<file path="src/rtl/arm7tdmi_pkg.sv">
// Shared types and constants for the ARM7TDMI operand-fetch / shift sequencer.
package arm7tdmi_pkg;

    // Barrel-shifter operation, encoded as in the instruction's shift field.
    typedef enum logic [1:0] {
        SH_LSL = 2'd0,
        SH_LSR = 2'd1,
        SH_ASR = 2'd2,
        SH_ROR = 2'd3
    } shift_type_t;

    // Operand-fetch sequencer states.
    typedef enum logic [1:0] {
        S_IDLE  = 2'd0,
        S_RS    = 2'd1,
        S_OPS   = 2'd2,
        S_ISSUE = 2'd3
    } seq_state_t;

    // r15 reads as the instruction address plus this offset (two-stage prefetch).
    localparam int PC_READ_OFS    = 8;
    // r15 as Rn/Rm of a register-controlled shift, which costs one extra cycle.
    localparam int PC_READ_OFS_RS = 12;

endpackage

</file>
<file path="src/rtl/arm7tdmi_shift_sequencer_if.sv">
// Decode, register-file and execute-side signals of the shift sequencer.
// master = surrounding pipeline (decode, register file, execute); slave = sequencer.
interface arm7tdmi_shift_sequencer_if #(
    parameter int XLEN  = 32,
    parameter int AMT_W = 8
);
    import arm7tdmi_pkg::*;

    // Decode side
    logic              in_valid;
    logic              in_ready;
    logic              in_shift_reg;
    logic [3:0]        in_shift_rs;
    logic [3:0]        in_rn;
    logic [3:0]        in_rm;
    shift_type_t       in_shift_type;
    logic [4:0]        in_shift_imm;
    logic              in_imm_en;
    logic [XLEN-1:0]   in_pc;

    // Register file (combinational read)
    logic [3:0]        rf_raddr_a;
    logic [3:0]        rf_raddr_b;
    logic [XLEN-1:0]   rf_rdata_a;
    logic [XLEN-1:0]   rf_rdata_b;

    // Execute side
    logic              out_valid;
    logic              out_ready;
    logic [XLEN-1:0]   out_op_a;
    logic [XLEN-1:0]   out_op_b;
    shift_type_t       out_shift_type;
    logic [AMT_W-1:0]  out_shift_amt;
    logic              out_rrx;

    modport master (
        output in_valid, in_shift_reg, in_shift_rs, in_rn, in_rm,
               in_shift_type, in_shift_imm, in_imm_en, in_pc,
               rf_rdata_a, rf_rdata_b, out_ready,
        input  in_ready, rf_raddr_a, rf_raddr_b,
               out_valid, out_op_a, out_op_b, out_shift_type, out_shift_amt, out_rrx
    );

    modport slave (
        input  in_valid, in_shift_reg, in_shift_rs, in_rn, in_rm,
               in_shift_type, in_shift_imm, in_imm_en, in_pc,
               rf_rdata_a, rf_rdata_b, out_ready,
        output in_ready, rf_raddr_a, rf_raddr_b,
               out_valid, out_op_a, out_op_b, out_shift_type, out_shift_amt, out_rrx
    );

endinterface

</file>
<file path="src/rtl/arm7tdmi_shift_normalise.sv">
// Combinational shifter-command normalisation: turns the encoded shift field
// (immediate or Rs-sourced) into the effective type / amount / RRX request.
module arm7tdmi_shift_normalise
    import arm7tdmi_pkg::*;
#(
    parameter int AMT_W = 8
) (
    input  logic             shift_reg_i,
    input  logic             imm_en_i,
    input  shift_type_t      type_i,
    input  logic [4:0]       imm_i,
    input  logic [7:0]       rs_amt_i,
    output shift_type_t      type_o,
    output logic [AMT_W-1:0] amt_o,
    output logic             rrx_o
);

    // Apply the immediate #0 encodings; register amounts pass through unclipped.
    always_comb begin
        // NOTE: every output gets a default first so no path leaves one unassigned (no latch).
        type_o = type_i;
        amt_o  = AMT_W'(imm_i);
        rrx_o  = 1'b0;
        if (imm_en_i) begin
            type_o = SH_LSL;
            amt_o  = '0;
        end else if (shift_reg_i) begin
            amt_o  = AMT_W'(rs_amt_i);
        end else if (imm_i == 5'd0) begin
            unique case (type_i)
                SH_LSR, SH_ASR: amt_o = AMT_W'(32);
                SH_ROR: begin
                    rrx_o = 1'b1;
                    amt_o = AMT_W'(1);
                end
                default: amt_o = '0;
            endcase
        end
    end

endmodule

</file>
<file path="src/rtl/arm7tdmi_shift_sequencer.sv">
// Operand-fetch sequencer for data-processing instructions. Register-controlled
// shifts spend one extra cycle reading Rs on port A before Rn/Rm are read, so
// only two register-file read ports are needed.
// Optional build macro ARM7TDMI_REGSHIFT_PC12_EN: in register-shift instructions
// Rn/Rm == r15 reads in_pc+12 instead of in_pc+8 (Rs == r15 always reads in_pc+8).
module arm7tdmi_shift_sequencer
    import arm7tdmi_pkg::*;
#(
    parameter int XLEN  = 32,
    parameter int AMT_W = 8
) (
    input  logic                         clk,
    input  logic                         rst_n,
    input  logic                         flush,
    output logic                         busy,
    arm7tdmi_shift_sequencer_if.slave    bus
);

    seq_state_t        state_q;

    // Instruction fields captured at accept
    logic              shift_reg_q;
    logic              imm_en_q;
    logic [3:0]        rs_q;
    logic [3:0]        rn_q;
    logic [3:0]        rm_q;
    shift_type_t       type_q;
    logic [4:0]        imm_q;
    logic [XLEN-1:0]   pc_q;
    logic [7:0]        rs_amt_q;

    // Registered shifter command
    logic              out_valid_q;
    logic [XLEN-1:0]   op_a_q;
    logic [XLEN-1:0]   op_b_q;
    shift_type_t       type_out_q;
    logic [AMT_W-1:0]  amt_q;
    logic              rrx_q;

    // Combinational next values for the operand / command registers
    logic [XLEN-1:0]   pc_rd_d;
    logic [XLEN-1:0]   pc_ops_d;
    logic [7:0]        rs_amt_d;
    logic [XLEN-1:0]   op_a_d;
    logic [XLEN-1:0]   op_b_d;
    shift_type_t       type_d;
    logic [AMT_W-1:0]  amt_d;
    logic              rrx_d;

    // Read-port addressing: Rs in S_RS, Rn/Rm in S_OPS, parked at r0 otherwise
    always_comb begin
        bus.rf_raddr_a = 4'd0;
        bus.rf_raddr_b = 4'd0;
        unique case (state_q)
            S_RS:    bus.rf_raddr_a = rs_q;
            S_OPS: begin
                bus.rf_raddr_a = rn_q;
                bus.rf_raddr_b = rm_q;
            end
            default: ;
        endcase
    end

    // r15 is not in the register file; substitute the prefetch-adjusted PC
    assign pc_rd_d = pc_q + XLEN'(PC_READ_OFS);
`ifdef ARM7TDMI_REGSHIFT_PC12_EN
    assign pc_ops_d = (shift_reg_q && !imm_en_q) ? pc_q + XLEN'(PC_READ_OFS_RS) : pc_rd_d;
`else
    assign pc_ops_d = pc_rd_d;
`endif

    assign rs_amt_d = (rs_q == 4'd15) ? pc_rd_d[7:0] : bus.rf_rdata_a[7:0];
    assign op_a_d   = (rn_q == 4'd15) ? pc_ops_d : bus.rf_rdata_a;
    assign op_b_d   = imm_en_q        ? '0
                    : (rm_q == 4'd15) ? pc_ops_d : bus.rf_rdata_b;

    arm7tdmi_shift_normalise #(.AMT_W(AMT_W)) u_norm (
        .shift_reg_i (shift_reg_q),
        .imm_en_i    (imm_en_q),
        .type_i      (type_q),
        .imm_i       (imm_q),
        .rs_amt_i    (rs_amt_q),
        .type_o      (type_d),
        .amt_o       (amt_d),
        .rrx_o       (rrx_d)
    );

    // Sequencer FSM with registered command outputs; flush overrides everything
    always_ff @(posedge clk or negedge rst_n) begin
        if (!rst_n) begin
            state_q     <= S_IDLE;
            shift_reg_q <= 1'b0;
            imm_en_q    <= 1'b0;
            rs_q        <= 4'd0;
            rn_q        <= 4'd0;
            rm_q        <= 4'd0;
            type_q      <= SH_LSL;
            imm_q       <= 5'd0;
            pc_q        <= '0;
            rs_amt_q    <= 8'd0;
            out_valid_q <= 1'b0;
            op_a_q      <= '0;
            op_b_q      <= '0;
            type_out_q  <= SH_LSL;
            amt_q       <= '0;
            rrx_q       <= 1'b0;
        end else if (flush) begin
            // NOTE: non-blocking assignments keep every register sampling pre-edge values.
            state_q     <= S_IDLE;
            out_valid_q <= 1'b0;
        end else begin
            unique case (state_q)
                S_IDLE: begin
                    if (bus.in_valid) begin
                        shift_reg_q <= bus.in_shift_reg;
                        imm_en_q    <= bus.in_imm_en;
                        rs_q        <= bus.in_shift_rs;
                        rn_q        <= bus.in_rn;
                        rm_q        <= bus.in_rm;
                        type_q      <= bus.in_shift_type;
                        imm_q       <= bus.in_shift_imm;
                        pc_q        <= bus.in_pc;
                        rs_amt_q    <= 8'd0;
                        state_q     <= (bus.in_shift_reg && !bus.in_imm_en) ? S_RS : S_OPS;
                    end
                end
                S_RS: begin
                    rs_amt_q <= rs_amt_d;
                    state_q  <= S_OPS;
                end
                S_OPS: begin
                    op_a_q      <= op_a_d;
                    op_b_q      <= op_b_d;
                    type_out_q  <= type_d;
                    amt_q       <= amt_d;
                    rrx_q       <= rrx_d;
                    out_valid_q <= 1'b1;
                    state_q     <= S_ISSUE;
                end
                S_ISSUE: begin
                    if (bus.out_ready) begin
                        out_valid_q <= 1'b0;
                        state_q     <= S_IDLE;
                    end
                end
                default: state_q <= S_IDLE;
            endcase
        end
    end

    assign bus.in_ready       = (state_q == S_IDLE);
    assign busy               = (state_q != S_IDLE);
    assign bus.out_valid      = out_valid_q;
    assign bus.out_op_a       = op_a_q;
    assign bus.out_op_b       = op_b_q;
    assign bus.out_shift_type = type_out_q;
    assign bus.out_shift_amt  = amt_q;
    assign bus.out_rrx        = rrx_q;

endmodule

</file>
<file path="src/flat_wrapper.sv">
// flat-port wrapper written by rule: the top's interface ports become plain ports
module arm7tdmi_shift_sequencer_flat import arm7tdmi_pkg::*;
#(
    parameter int XLEN  = 32,
    parameter int AMT_W = 8
)
  (clk, rst_n, flush, busy, bus_in_valid, bus_in_shift_reg, bus_in_shift_rs, bus_in_rn, bus_in_rm, bus_in_shift_type, bus_in_shift_imm, bus_in_imm_en, bus_in_pc, bus_rf_rdata_a, bus_rf_rdata_b, bus_out_ready, bus_in_ready, bus_rf_raddr_a, bus_rf_raddr_b, bus_out_valid, bus_out_op_a, bus_out_op_b, bus_out_shift_type, bus_out_shift_amt, bus_out_rrx);
  arm7tdmi_shift_sequencer_if #(.XLEN(XLEN), .AMT_W(AMT_W)) bus_i ();
  input  logic clk;
  input  logic rst_n;
  input  logic flush;
  output logic busy;
  input wire logic [$bits(bus_i.in_valid)-1:0] bus_in_valid;
  input wire logic [$bits(bus_i.in_shift_reg)-1:0] bus_in_shift_reg;
  input wire logic [$bits(bus_i.in_shift_rs)-1:0] bus_in_shift_rs;
  input wire logic [$bits(bus_i.in_rn)-1:0] bus_in_rn;
  input wire logic [$bits(bus_i.in_rm)-1:0] bus_in_rm;
  input wire logic [$bits(bus_i.in_shift_type)-1:0] bus_in_shift_type;
  input wire logic [$bits(bus_i.in_shift_imm)-1:0] bus_in_shift_imm;
  input wire logic [$bits(bus_i.in_imm_en)-1:0] bus_in_imm_en;
  input wire logic [$bits(bus_i.in_pc)-1:0] bus_in_pc;
  input wire logic [$bits(bus_i.rf_rdata_a)-1:0] bus_rf_rdata_a;
  input wire logic [$bits(bus_i.rf_rdata_b)-1:0] bus_rf_rdata_b;
  input wire logic [$bits(bus_i.out_ready)-1:0] bus_out_ready;
  output wire logic [$bits(bus_i.in_ready)-1:0] bus_in_ready;
  output wire logic [$bits(bus_i.rf_raddr_a)-1:0] bus_rf_raddr_a;
  output wire logic [$bits(bus_i.rf_raddr_b)-1:0] bus_rf_raddr_b;
  output wire logic [$bits(bus_i.out_valid)-1:0] bus_out_valid;
  output wire logic [$bits(bus_i.out_op_a)-1:0] bus_out_op_a;
  output wire logic [$bits(bus_i.out_op_b)-1:0] bus_out_op_b;
  output wire logic [$bits(bus_i.out_shift_type)-1:0] bus_out_shift_type;
  output wire logic [$bits(bus_i.out_shift_amt)-1:0] bus_out_shift_amt;
  output wire logic [$bits(bus_i.out_rrx)-1:0] bus_out_rrx;
  assign bus_i.in_valid = bus_in_valid;
  assign bus_i.in_shift_reg = bus_in_shift_reg;
  assign bus_i.in_shift_rs = bus_in_shift_rs;
  assign bus_i.in_rn = bus_in_rn;
  assign bus_i.in_rm = bus_in_rm;
  assign bus_i.in_shift_type = bus_in_shift_type;
  assign bus_i.in_shift_imm = bus_in_shift_imm;
  assign bus_i.in_imm_en = bus_in_imm_en;
  assign bus_i.in_pc = bus_in_pc;
  assign bus_i.rf_rdata_a = bus_rf_rdata_a;
  assign bus_i.rf_rdata_b = bus_rf_rdata_b;
  assign bus_i.out_ready = bus_out_ready;
  assign bus_in_ready = bus_i.in_ready;
  assign bus_rf_raddr_a = bus_i.rf_raddr_a;
  assign bus_rf_raddr_b = bus_i.rf_raddr_b;
  assign bus_out_valid = bus_i.out_valid;
  assign bus_out_op_a = bus_i.out_op_a;
  assign bus_out_op_b = bus_i.out_op_b;
  assign bus_out_shift_type = bus_i.out_shift_type;
  assign bus_out_shift_amt = bus_i.out_shift_amt;
  assign bus_out_rrx = bus_i.out_rrx;
  arm7tdmi_shift_sequencer #(.XLEN(XLEN), .AMT_W(AMT_W)) u_core (.clk(clk), .rst_n(rst_n), .flush(flush), .busy(busy), .bus(bus_i));
endmodule
</file>
<file path="config.mk">
export PLATFORM = sky130hd
export DESIGN_NAME = arm7tdmi_shift_sequencer_flat
export DESIGN_NICKNAME = d
export VERILOG_FILES = /design/src/rtl/arm7tdmi_pkg.sv /design/src/rtl/arm7tdmi_shift_sequencer_if.sv /design/src/rtl/arm7tdmi_shift_normalise.sv /design/src/rtl/arm7tdmi_shift_sequencer.sv /design/src/flat_wrapper.sv
export SDC_FILE = /design/constraint.sdc
export NUM_CORES = 1
export LEC_CHECK = 0
export ABC_AREA = 1
export BUFFER_PORTS_ARGS = -buffer_cell sky130_fd_sc_hd__buf_2
export CAP_MARGIN = 20
export CELL_PAD_IN_SITES_DETAIL_PLACEMENT = 0
export CELL_PAD_IN_SITES_GLOBAL_PLACEMENT = 1
export CORE_MARGIN = 2
export CORE_UTILIZATION = 34
export CTS_BUF_LIST = sky130_fd_sc_hd__clkbuf_8
export DETAILED_ROUTE_END_ITERATION = 7
export PLACE_DENSITY = 0.83
export SETUP_SLACK_MARGIN = 0.02
export SYNTH_ARGS = -nofsm -noshare
export SYNTH_HDL_FRONTEND = slang
export SYNTH_SLANG_ARGS = --single-unit
</file>
<file path="constraint.sdc">
create_clock -name clk -period 2.83 [get_ports clk]
set_clock_uncertainty 0.1 [all_clocks]
set_input_delay 0.283 -clock clk [delete_from_list [all_inputs] [get_ports clk]]
set_output_delay 0.283 -clock clk [all_outputs]
set_load 0.1 [all_outputs]
</file>
==> results.toml, run 1 <==
[route]
wl_per_cell_um = 15.87
vias_per_cell = 4.737
dr.pass1.iters = 6
drc = 0
num_vias = 6797
ant_nets = 0
wirelength_um = 22780
drtIter0Drc = 536

[clocking]
path_clk_slew_ps = 80
post_cts_buffers = 0
clockBufferDepth = 2
cts_resized = 0
postCtsHoldBufs = 57
cts_sinks = 139
cts-root-buf = "clkbuf_8"
cts_buffers = 17
clock_latency_ps = 450
cts_tree = "yes"
h-tree-depth = 4

[sta]
whs_ps = 27.54
post-route-period-util = 0.8715
rsz0062_at_grt = "false"
drv_slew = 0
hold_violations = 0
clock.fmax_mhz = 405.5
relSlewSlack = 0.3777
setup_viol = 0
timing_worst_slew_pin_value_ps = 933.5
post-route-min-period_ps = 2466
tns_ps = 0

[cells_and_area]
antennaDiodeCount = 0
area_delta_synth_final_pct = 32.63
drive_above_1_share = 0.2541
fin_util = 0.4597
nNetsFinal = 1281

[synth]
synth_cells = 895
ys_ff_latch = 139
syn-cell-area_sq_um = 7013
synth_seq_area_share = 0.4960
yosysTopAreaCell = "dfrtp_1"
syn_area_per_cell_sq_um = 7.836
yosys_warnings = 0
synth_nets = 1024
yosys-top-cells-area = "dfrtp_1 (50%), nand2_1 (13%), nor2_1 (8.3%)"
synth_top_area_share = 0.4960
netlist-cell-type-count = 37

[setup_path]
required_ps = 2450
cp.arrival_ps = 2080
critPathMaxFanout = 10
worstSetupPathType = "flip-flop to output pin"
end_kind = "output pin"
start_kind = "flip-flop"

[global_route]
grt_max_degree = 89
antenna_found_initial = 0
grt_overflow = 0
grtUsageTotal = 0.2126
grt_pass1_wl_um = 35920
grt_pass1_vias = 6560

[placed_design]
gp_congestion = 0.8745
dpl.hpwl_um = 17050
port_buffers = 207

[min_path]
hold_class = "input pin to flip-flop"

[floorplanning]
fp.dieW_um = 147.6
coreArea_sq_um = 20230
io_pins = 208
die-area_sq_um = 21790
fp.dieH_um = 147.6
num_rows = 52
start_util = 0.3466

[run_status]
status = "complete, no violations"

[flow_run]
drv_cap = 0
[per-layer routing]
metal  vias up  part of all wire  GRT usage
met5         -                 0          0
met4         0             0.019    0.06538
met3        24             0.048    0.03920
met2       182              0.45     0.3174
met1      3203              0.49     0.3133
li1       3388                 -          -
[Yosys cell counts (all sizes together)]
master,number
a211oi,1
a21oi,75
a22o,1
and2,1
buf,27
clkbuf,10
clkinv,1
dfrtp,139
ha,7
inv,65
mux2,22
nand2,241
nand3,54
nand4,4
nor2,165
nor3,2
o211ai,3
o21a,1
o21ai,58
o221ai,1
o22ai,8
o31ai,2
xnor2,2
xor2,5
[path summary, 6_finish.rpt]
| check | cells after the start | startpoint | end | slack, ps |
|---|---|---|---|---|
| max | 5 | u_core.state_q[0]$_DFFE_PN0P_ | bus_rf_raddr_a[1] | 360 |
| min | 3 | bus_in_pc[17] | u_core.pc_q[17]$_DFFE_PN0P_ | 30 |
| max reg2reg | 9 | u_core.state_q[0]$_DFFE_PN0P_ | u_core.bus.out_op_a[21]$_DFFE_PN0P_ | 470 |
| min reg2reg | 2 | u_core.bus.out_op_a[22]$_DFFE_PN0P_ | u_core.bus.out_op_a[22]$_DFFE_PN0P_ | 380 |
| max in group asynchronous | 3 | rst_n | u_core.bus.out_shift_type[1]$_DFFE_PN0P_ | 1520 |
| min in group asynchronous | 2 | rst_n | u_core.rs_q[2]$_DFFE_PN0P_ | 320 |
[cells by family after synthesis]
kind of cell    share of synthesized area
compound gates                     0.1126
xor+xnor                         0.008742
fa+ha+maj                         0.01249
buf+inv                           0.06066
flops                              0.4960
mux                               0.03533
simple gates                       0.2742
[worst max-delay path, stage by stage, from the launching register on]
cell and delay, ps:
dfrtp_1 420, inv_1 130, ha_1 390, nand2_1 100, a21oi_1 140, buf_2 440
[through the flow]
stage / cells / area (sq um) / worst slack (ps)
floorplan: 895 / 7015 / 128.5
global placement: 1346 / 8328 / 602.5
detailed placement: 1346 / 8328 / 536.5
CTS: 1435 / 9301 / 333.9
global route: 1435 / 9301 / 206.9
finish: 1435 / 9301 / 363.7
[cell type report]
type                    instances  area [sq um]
clock buffers                  19         261.5
clock inverters                13         141.4
fillers                      2052         10930
inverters                      66         250.2
multi-input cells             653          3112
flip-flops and latches        139          3478
well taps                     270         337.8
repair buffers                275          1720
[sequential cells by signal, indices dropped and copies added (netlist names)]
| signal | count |
|---|---|
| u_core.rs_amt_q | 8 |
| u_core.bus.out_op_a | 32 |
| u_core.imm_q | 5 |
| u_core.imm_en_q | 1 |
| u_core.bus.out_op_b | 32 |
| u_core.type_q | 2 |
| u_core.bus.out_shift_amt | 8 |
| u_core.shift_reg_q | 1 |
| u_core.rn_q | 4 |
| u_core.rm_q | 4 |
| u_core.state_q | 2 |
| u_core.pc_q | 32 |
| u_core.bus.out_rrx | 1 |
| u_core.rs_q | 4 |
| u_core.bus.out_shift_type | 2 |
| u_core.bus.out_valid | 1 |
[layout by cell type, fill, tap and decap left out, types with 2 or more instances in the layout]
cell type and count:
nor3_1 2, buf_2 206, clkinvlp_4 2, nand3_1 53, bufinv_16 2, dfrtp_1 139, nand4_1 3, o31ai_1 2
nand2_1 236, xnor2_1 2, o22ai_1 8, ha_1 6, xor2_1 5, o21ai_0 34, nor2_4 4, mux2_2 22
clkinv_2 2, a21oi_1 74, clkinv_4 3, o211ai_1 3, inv_2 5, nor2_1 155, nor2_2 5, clkbuf_8 19
nand2_2 4, inv_1 60, o21ai_1 24, dlygate4sd3_1 57, buf_4 9, inv_6 3, buf_12 2
Power of run 1 is not shown: default switching activity piles up to over one toggle a cycle in this logic, so the estimate is an artifact.
==> run 2, diff against run 1 <==
--- a/config.mk
+++ b/config.mk
@@ -11,10 +11,10 @@
 export CELL_PAD_IN_SITES_DETAIL_PLACEMENT = 0
 export CELL_PAD_IN_SITES_GLOBAL_PLACEMENT = 1
 export CORE_MARGIN = 2
-export CORE_UTILIZATION = 34
+export CORE_UTILIZATION = 41
 export CTS_BUF_LIST = sky130_fd_sc_hd__clkbuf_8
 export DETAILED_ROUTE_END_ITERATION = 7
-export PLACE_DENSITY = 0.83
+export PLACE_DENSITY = 0.95
 export SETUP_SLACK_MARGIN = 0.02
 export SYNTH_ARGS = -nofsm -noshare
 export SYNTH_HDL_FRONTEND = slang
==> results.toml, run 2 (same netlist as run 1, synthesis figures left out) <==
[run_status]
status = "complete, no violations"

[clocking]
cts_sinks = 139
cts_buffers = 17
clock_latency_ps = 460
cts-root-buf = "clkbuf_8"
clockBufferDepth = 2
h-tree-depth = 4
path_clk_slew_ps = 70
cts_tree = "yes"

[sta]
post-route-period-util = 0.8843
hold_violations = 0
tns_ps = 0
clock.fmax_mhz = 399.6
timing_worst_slew_pin_value_ps = 679.3
relSlewSlack = 0.5466
fin_ws_ps = 327.5
post-route-min-period_ps = 2502
rsz0062_at_grt = "false"
setup_viol = 0
drv_slew = 0

[route]
ant_nets = 0
drtIter0Drc = 608
wl_per_cell_um = 15.99
vias_per_cell = 4.945
dr.pass1.iters = 6
num_vias = 6888
wirelength_um = 22280
drc = 0

[placed_design]
dpl_cell_area_sq_um = 8280
dpl.hpwl_um = 16540
pre_cts_ws_ps = 501.8
port_buffers = 207
gp_congestion = 0.9173

[setup_path]
cpPeakStageDelay_ps = 450
timing.critical_path.from = "u_core.state_q[0]$_DFFE_PN0P_"
worstReg2RegEnd = "u_core.bus.out_shift_amt[5]$_DFFE_PN0P_"
critPathMaxFanout = 10
required_ps = 2450
slowest_stage = "buf_2"
cp.arrival_ps = 2120
worstSetupPathType = "flip-flop to output pin"
reg2reg_depth = 9
start_kind = "flip-flop"
rrSetupSlack_ps = 480
r2r_start = "u_core.state_q[0]$_DFFE_PN0P_"
critPathBufInv = 2
end_kind = "output pin"
cp_top_family = "buffers and inverters"
crit_path_cell_trace = "inv_1, ha_1, nand2_1, a21oi_1, buf_2"

[global_route]
grt_pass1_vias = 6522
grt_pass1_wl_um = 34850
grtUsageTotal = 0.2504
grt_max_degree = 61
antenna_found_initial = 1
grt_overflow = 0

[cells_and_area]
design_area_sq_um = 9339
drive_above_1_share = 0.2534
multi_input_area_sq_um = 3112
nNetsFinal = 1288
seq_area_sq_um = 3478
nFillCells = 1601
most-common-layout-cells = "nand2_1 (236), buf_2 (206), nor2_1 (155), dfrtp_1 (139), a21oi_1 (74)"
area_delta_synth_final_pct = 33.17
layout.cells.most_common = "nand2_1"

[floorplanning]
die-area_sq_um = 18170
coreArea_sq_um = 16640
start_util = 0.4214
fp.dieW_um = 134.8
fp.dieH_um = 134.8
io_pins = 208
num_rows = 47

[flow_run]
drv_cap = 0

[min_path]
hp-start = "bus_rf_rdata_a[19]"
whs_endpoint = "u_core.bus.out_op_a[19]$_DFFE_PN0P_"
hold_path_depth = 3
hold_class = "input pin to flip-flop"
## run 2: cell types whose count changed in the layout (fill, tap and decap cells not counted)
| cell | before | now |
|---|---|---|
| clkinv_2 | 2 | 4 |
| buf_4 | 9 | 11 |
| bufinv_16 | 2 | 4 |
| dlygate4sd3_1 | 57 | 62 |
| inv_6 | 3 | 1 |
| clkinvlp_4 | 2 | 0 |
| diode_2 | 0 | 1 |
| clkinv_4 | 3 | 2 |
| inv_1 | 60 | 61 |
## run 2: repair_timing
item,in CTS,in global routing
hold buffers,62,0
gates resized for setup,0,0
hold endpoints to repair,118,0
buffers inserted,0,0
## run 2: area by class of cell
cell class / count / share of cell area
flip-flops and latches: 139 / 0.3725
clock inverters: 13 / 0.01862
well taps: 220 / 0.02947
inverters: 66 / 0.02680
multi-input cells: 653 / 0.3332
clock buffers: 19 / 0.02800
repair buffers: 282 / 0.1912
diodes: 1 / 0.0002680
## run 2: worst min-delay path: cells and delay by family
kind / cells / cell delay [ps]
buffers and inverters: 1 / 80
AO/OA/AOI/OAI: 2 / 190
## run 2: per-layer routing
metal	global-route usage	part of all wire
met4	0.09649	0.025
met1	0.3684	0.47
met5	0	0
met2	0.3666	0.44
met3	0.04542	0.066
## run 2: per-stage QoR
step / utilization / hold WS (ps) / cells
after floorplan: - / -112.6 / 895
after global placement: 0.4976 / 199.0 / 1298
after detailed placement: 0.4976 / 201.3 / 1298
after CTS: 0.5610 / 2.456 / 1392
after global routing: 0.5612 / 23.60 / 1393
final: 0.5612 / 28.77 / 1393
## run 2: worst max-delay path by stage
stage                                              end  slack (ps)  cells after the start
2_1_floorplan                        bus_rf_raddr_a[2]         130                      5
3_3_place_gp       u_core.bus.out_op_a[31]$_DFFE_PN0P_         560                      9
3_5_place_dp   u_core.bus.out_shift_amt[5]$_DFFE_PN0P_         500                      9
4_1_cts                              bus_rf_raddr_a[2]         320                      5
5_1_grt                              bus_rf_raddr_a[0]         200                      5
6_report                             bus_rf_raddr_a[1]         330                      5
Power of run 2 is left out for the same reason.
==> run 3, diff against run 2 <==
--- a/config.mk
+++ b/config.mk
@@ -5,16 +5,15 @@
 export SDC_FILE = /design/constraint.sdc
 export NUM_CORES = 1
 export LEC_CHECK = 0
-export ABC_AREA = 1
 export BUFFER_PORTS_ARGS = -buffer_cell sky130_fd_sc_hd__buf_2
 export CAP_MARGIN = 20
 export CELL_PAD_IN_SITES_DETAIL_PLACEMENT = 0
 export CELL_PAD_IN_SITES_GLOBAL_PLACEMENT = 1
 export CORE_MARGIN = 2
-export CORE_UTILIZATION = 41
+export CORE_UTILIZATION = 40
 export CTS_BUF_LIST = sky130_fd_sc_hd__clkbuf_8
 export DETAILED_ROUTE_END_ITERATION = 7
-export PLACE_DENSITY = 0.95
+export PLACE_DENSITY = 0.91
 export SETUP_SLACK_MARGIN = 0.02
 export SYNTH_ARGS = -nofsm -noshare
 export SYNTH_HDL_FRONTEND = slang
==> constraint.sdc (replaced) <==
create_clock -name clk -period 2.75 [get_ports clk]
set_clock_uncertainty 0.1 [all_clocks]
set_input_delay 0.275 -clock clk [delete_from_list [all_inputs] [get_ports clk]]
set_output_delay 0.275 -clock clk [all_outputs]
set_load 0.1 [all_outputs]
==> results.toml, run 3 <==
[clocking]
clockBufferDepth = 2
postCtsHoldBufs = 73
path_clk_slew_ps = 80
cts-root-buf = "clkbuf_8"
cts_tree = "yes"
h-tree-depth = 4
cts_sinks = 139
cts_buffers = 17
clock_latency_ps = 450
post_cts_buffers = 0
cts_resized = 0

[pwr]
ir_drop_uv = 795.0
leakagePower_nw = 4.430
powerDensity_nw_per_um2 = 1376

[placed_design]
port_buffers = 207
pre_cts_ws_ps = 515.0
gp_congestion = 0.8578
dpl.hpwl_um = 14310

[sta]
clock.fmax_mhz = 393.6
post-route-period-util = 0.9240
timing_worst_slew_pin_value_ps = 739.5
fin_ws_ps = 209.1
drv_slew = 0
setup_viol = 0
relSlewSlack = 0.5055
hold_violations = 0
tns_ps = 0
rsz0062_at_grt = "false"
post-route-min-period_ps = 2541

[synth]
ys_ff_latch = 139
synth_cells = 641
synth_nets = 770
ys.flop_type = "dfrtp_1"
synth-adder-area-share = 0.01321
yosysMostFrequentCell = "dfrtp_1"
yosysTopAreaCell = "dfrtp_1"
synth_mux_area_frac = 0.1096
yosys_warnings = 0
netlist-cell-type-count = 42
synth_xor_area_frac = 0.02774
async_flop_share = 1.000
synth-simple-area-share = 0.1457
syn-cell-area_sq_um = 6631
yosys-top-cells-area = "dfrtp_1 (52%), mux2_2 (9.0%), o21ai_0 (4.8%)"
synth_compound_area_frac = 0.1491
synth_top_area_share = 0.5245
synth_seq_area_share = 0.5245
synth_top_family_by_area = "compound AO/OA/AOI/OAI gates"
synth_edf_count = 0
syn_area_per_cell_sq_um = 10.35
synth_commonest_cells = "dfrtp_1 (139), nand2_1 (65), o21ai_0 (64)"

[floorplanning]
fp.dieW_um = 132.8
fp.dieH_um = 132.8
start_util = 0.4042
coreArea_sq_um = 16410
io_pins = 208
num_rows = 47
die-area_sq_um = 17620

[global_route]
gr-usage-met1 = 0.3310
grt_util_met2 = 0.3748
grt_max_degree = 81
grt_pass1_wl_um = 32340
antenna_found_initial = 1
grt_overflow = 0
grt_busiest_layer = "met2"
grt_pass1_vias = 6115
grtUsageTotal = 0.2368
grt_use_met3 = 0.04483

[cells_and_area]
layout.cells.most_common = "buf_2"
drive_above_1_share = 0.3441
nNetsFinal = 1049
nFillCells = 1447
area_delta_synth_final_pct = 37.75
most-common-layout-cells = "buf_2 (206), dfrtp_1 (139), dlygate4sd3_1 (74), nand2_1 (65), o21ai_0 (64)"

[setup_path]
required_ps = 2380
end_kind = "output pin"
r2r_start = "u_core.state_q[0]$_DFFE_PN0P_"
rrSetupSlack_ps = 480
cp.arrival_ps = 2170
worstReg2RegEnd = "u_core.bus.out_op_a[26]$_DFFE_PN0P_"
timing.critical_path.from = "u_core.state_q[0]$_DFFE_PN0P_"
critPathMaxFanout = 8
worstSetupPathType = "flip-flop to output pin"
endpoint = "bus_rf_raddr_a[2]"
reg2reg_depth = 6
start_kind = "flip-flop"

[route]
wl_per_cell_um = 17.87
num_vias = 6078
drtIter0Drc = 442
drc = 0
dr.pass1.iters = 5
wirelength_um = 20640
vias_per_cell = 5.262
ant_nets = 0

[min_path]
hold_class = "input pin to flip-flop"

[run_status]
status = "complete, no violations"

[flow_run]
drv_cap = 0
run 3: changes by cell type after synthesis, moves of 16 or more:
| cell | previous run | this run |
|---|---|---|
| o21ai_0 | 34 | 64 |
| nand3_1 | 53 | 9 |
| nand2_1 | 236 | 65 |
| inv_1 | 59 | 15 |
| nor2_1 | 155 | 39 |
| clkbuf_1 | 10 | 27 |
| a21oi_1 | 74 | 36 |
| mux2_2 | 22 | 53 |
| buf_2 | 23 | 7 |
run 3: cells by family after synthesis:
logic type / count (synthesis)
and+or+nand+nor: 187
AOI/OAI and AO/OA: 170
DFF: 139
muxes: 66
buffers and inverters: 51
xor gates and xnor gates: 21
adders and majority gates: 7
run 3: critical path, cell delays in order, from the launching register on:
cell and delay, ps:
dfrtp_1 410, inv_1 120, ha_1 300, buf_4 210
a22oi_1 70, nor2b_1 150, buf_2 450
run 3: area by class of cell:
type / instances / area (sq um) / area share
Clock inverter: 14 / 171.4 / 0.01876
Tap cell: 220 / 275.3 / 0.03013
Antenna cell: 2 / 5.005 / 0.0005479
Timing Repair Buffer: 296 / 1933 / 0.2116
Inverter: 15 / 56.30 / 0.006164
Sequential cell: 139 / 3478 / 0.3808
Clock buffer: 18 / 247.7 / 0.02712
Multi-Input combinational cell: 451 / 2968 / 0.3249
run 3: report_power, final:
| part | total, mW | switching, mW | internal (mW) |
|---|---|---|---|
| Sequential | 3.76 | 0.825 | 2.94 |
| Clock | 1.76 | 0.835 | 0.923 |
| Combinational | 7.05 | 5.45 | 1.60 |
| Total | 12.6 | 7.11 | 5.46 |
run 3: through the flow:
stage	power [mW]	hold slack (ps)	utilization	instance area, sq um	std cells
global route	13.18	6.311	0.5565	9130	1153
finish	12.57	25.63	0.5568	9135	1155
detailed placement	10.76	233.7	0.4858	7970	1047
global placement	10.66	228.6	0.4858	7970	1047
floorplan	9.250	-120.6	-	6634	641
CTS	12.62	2.561	0.5559	9120	1152
run 3: how the worst min path moves through the flow:
stage	start	to	slack [ps]	cells past startpoint
2_1_floorplan	rst_n	u_core.bus.out_op_a[0]$_DFFE_PN0P_	-120	0
3_3_place_gp	rst_n	u_core.rm_q[0]$_DFFE_PN0P_	230	1
3_5_place_dp	rst_n	u_core.rs_q[2]$_DFFE_PN0P_	230	1
6_report	bus_rf_rdata_b[29]	u_core.bus.out_op_b[29]$_DFFE_PN0P_	30	3
5_1_grt	bus_rf_rdata_a[31]	u_core.bus.out_op_a[31]$_DFFE_PN0P_	6	3
4_1_cts	bus_rf_rdata_a[6]	u_core.bus.out_op_a[6]$_DFFE_PN0P_	3	3
run 3: layer usage:
| metal | share of wire | routed length [um] | up-vias |
|---|---|---|---|
| met2 | 0.46 | 9557 | 234 |
| met5 | 0 | 0 | - |
| met4 | 0.015 | 307 | 0 |
| met3 | 0.058 | 1206 | 23 |
| li1 | - | - | 2850 |
| met1 | 0.46 | 9567 | 2971 |
(Power assumes the default switching activity.)
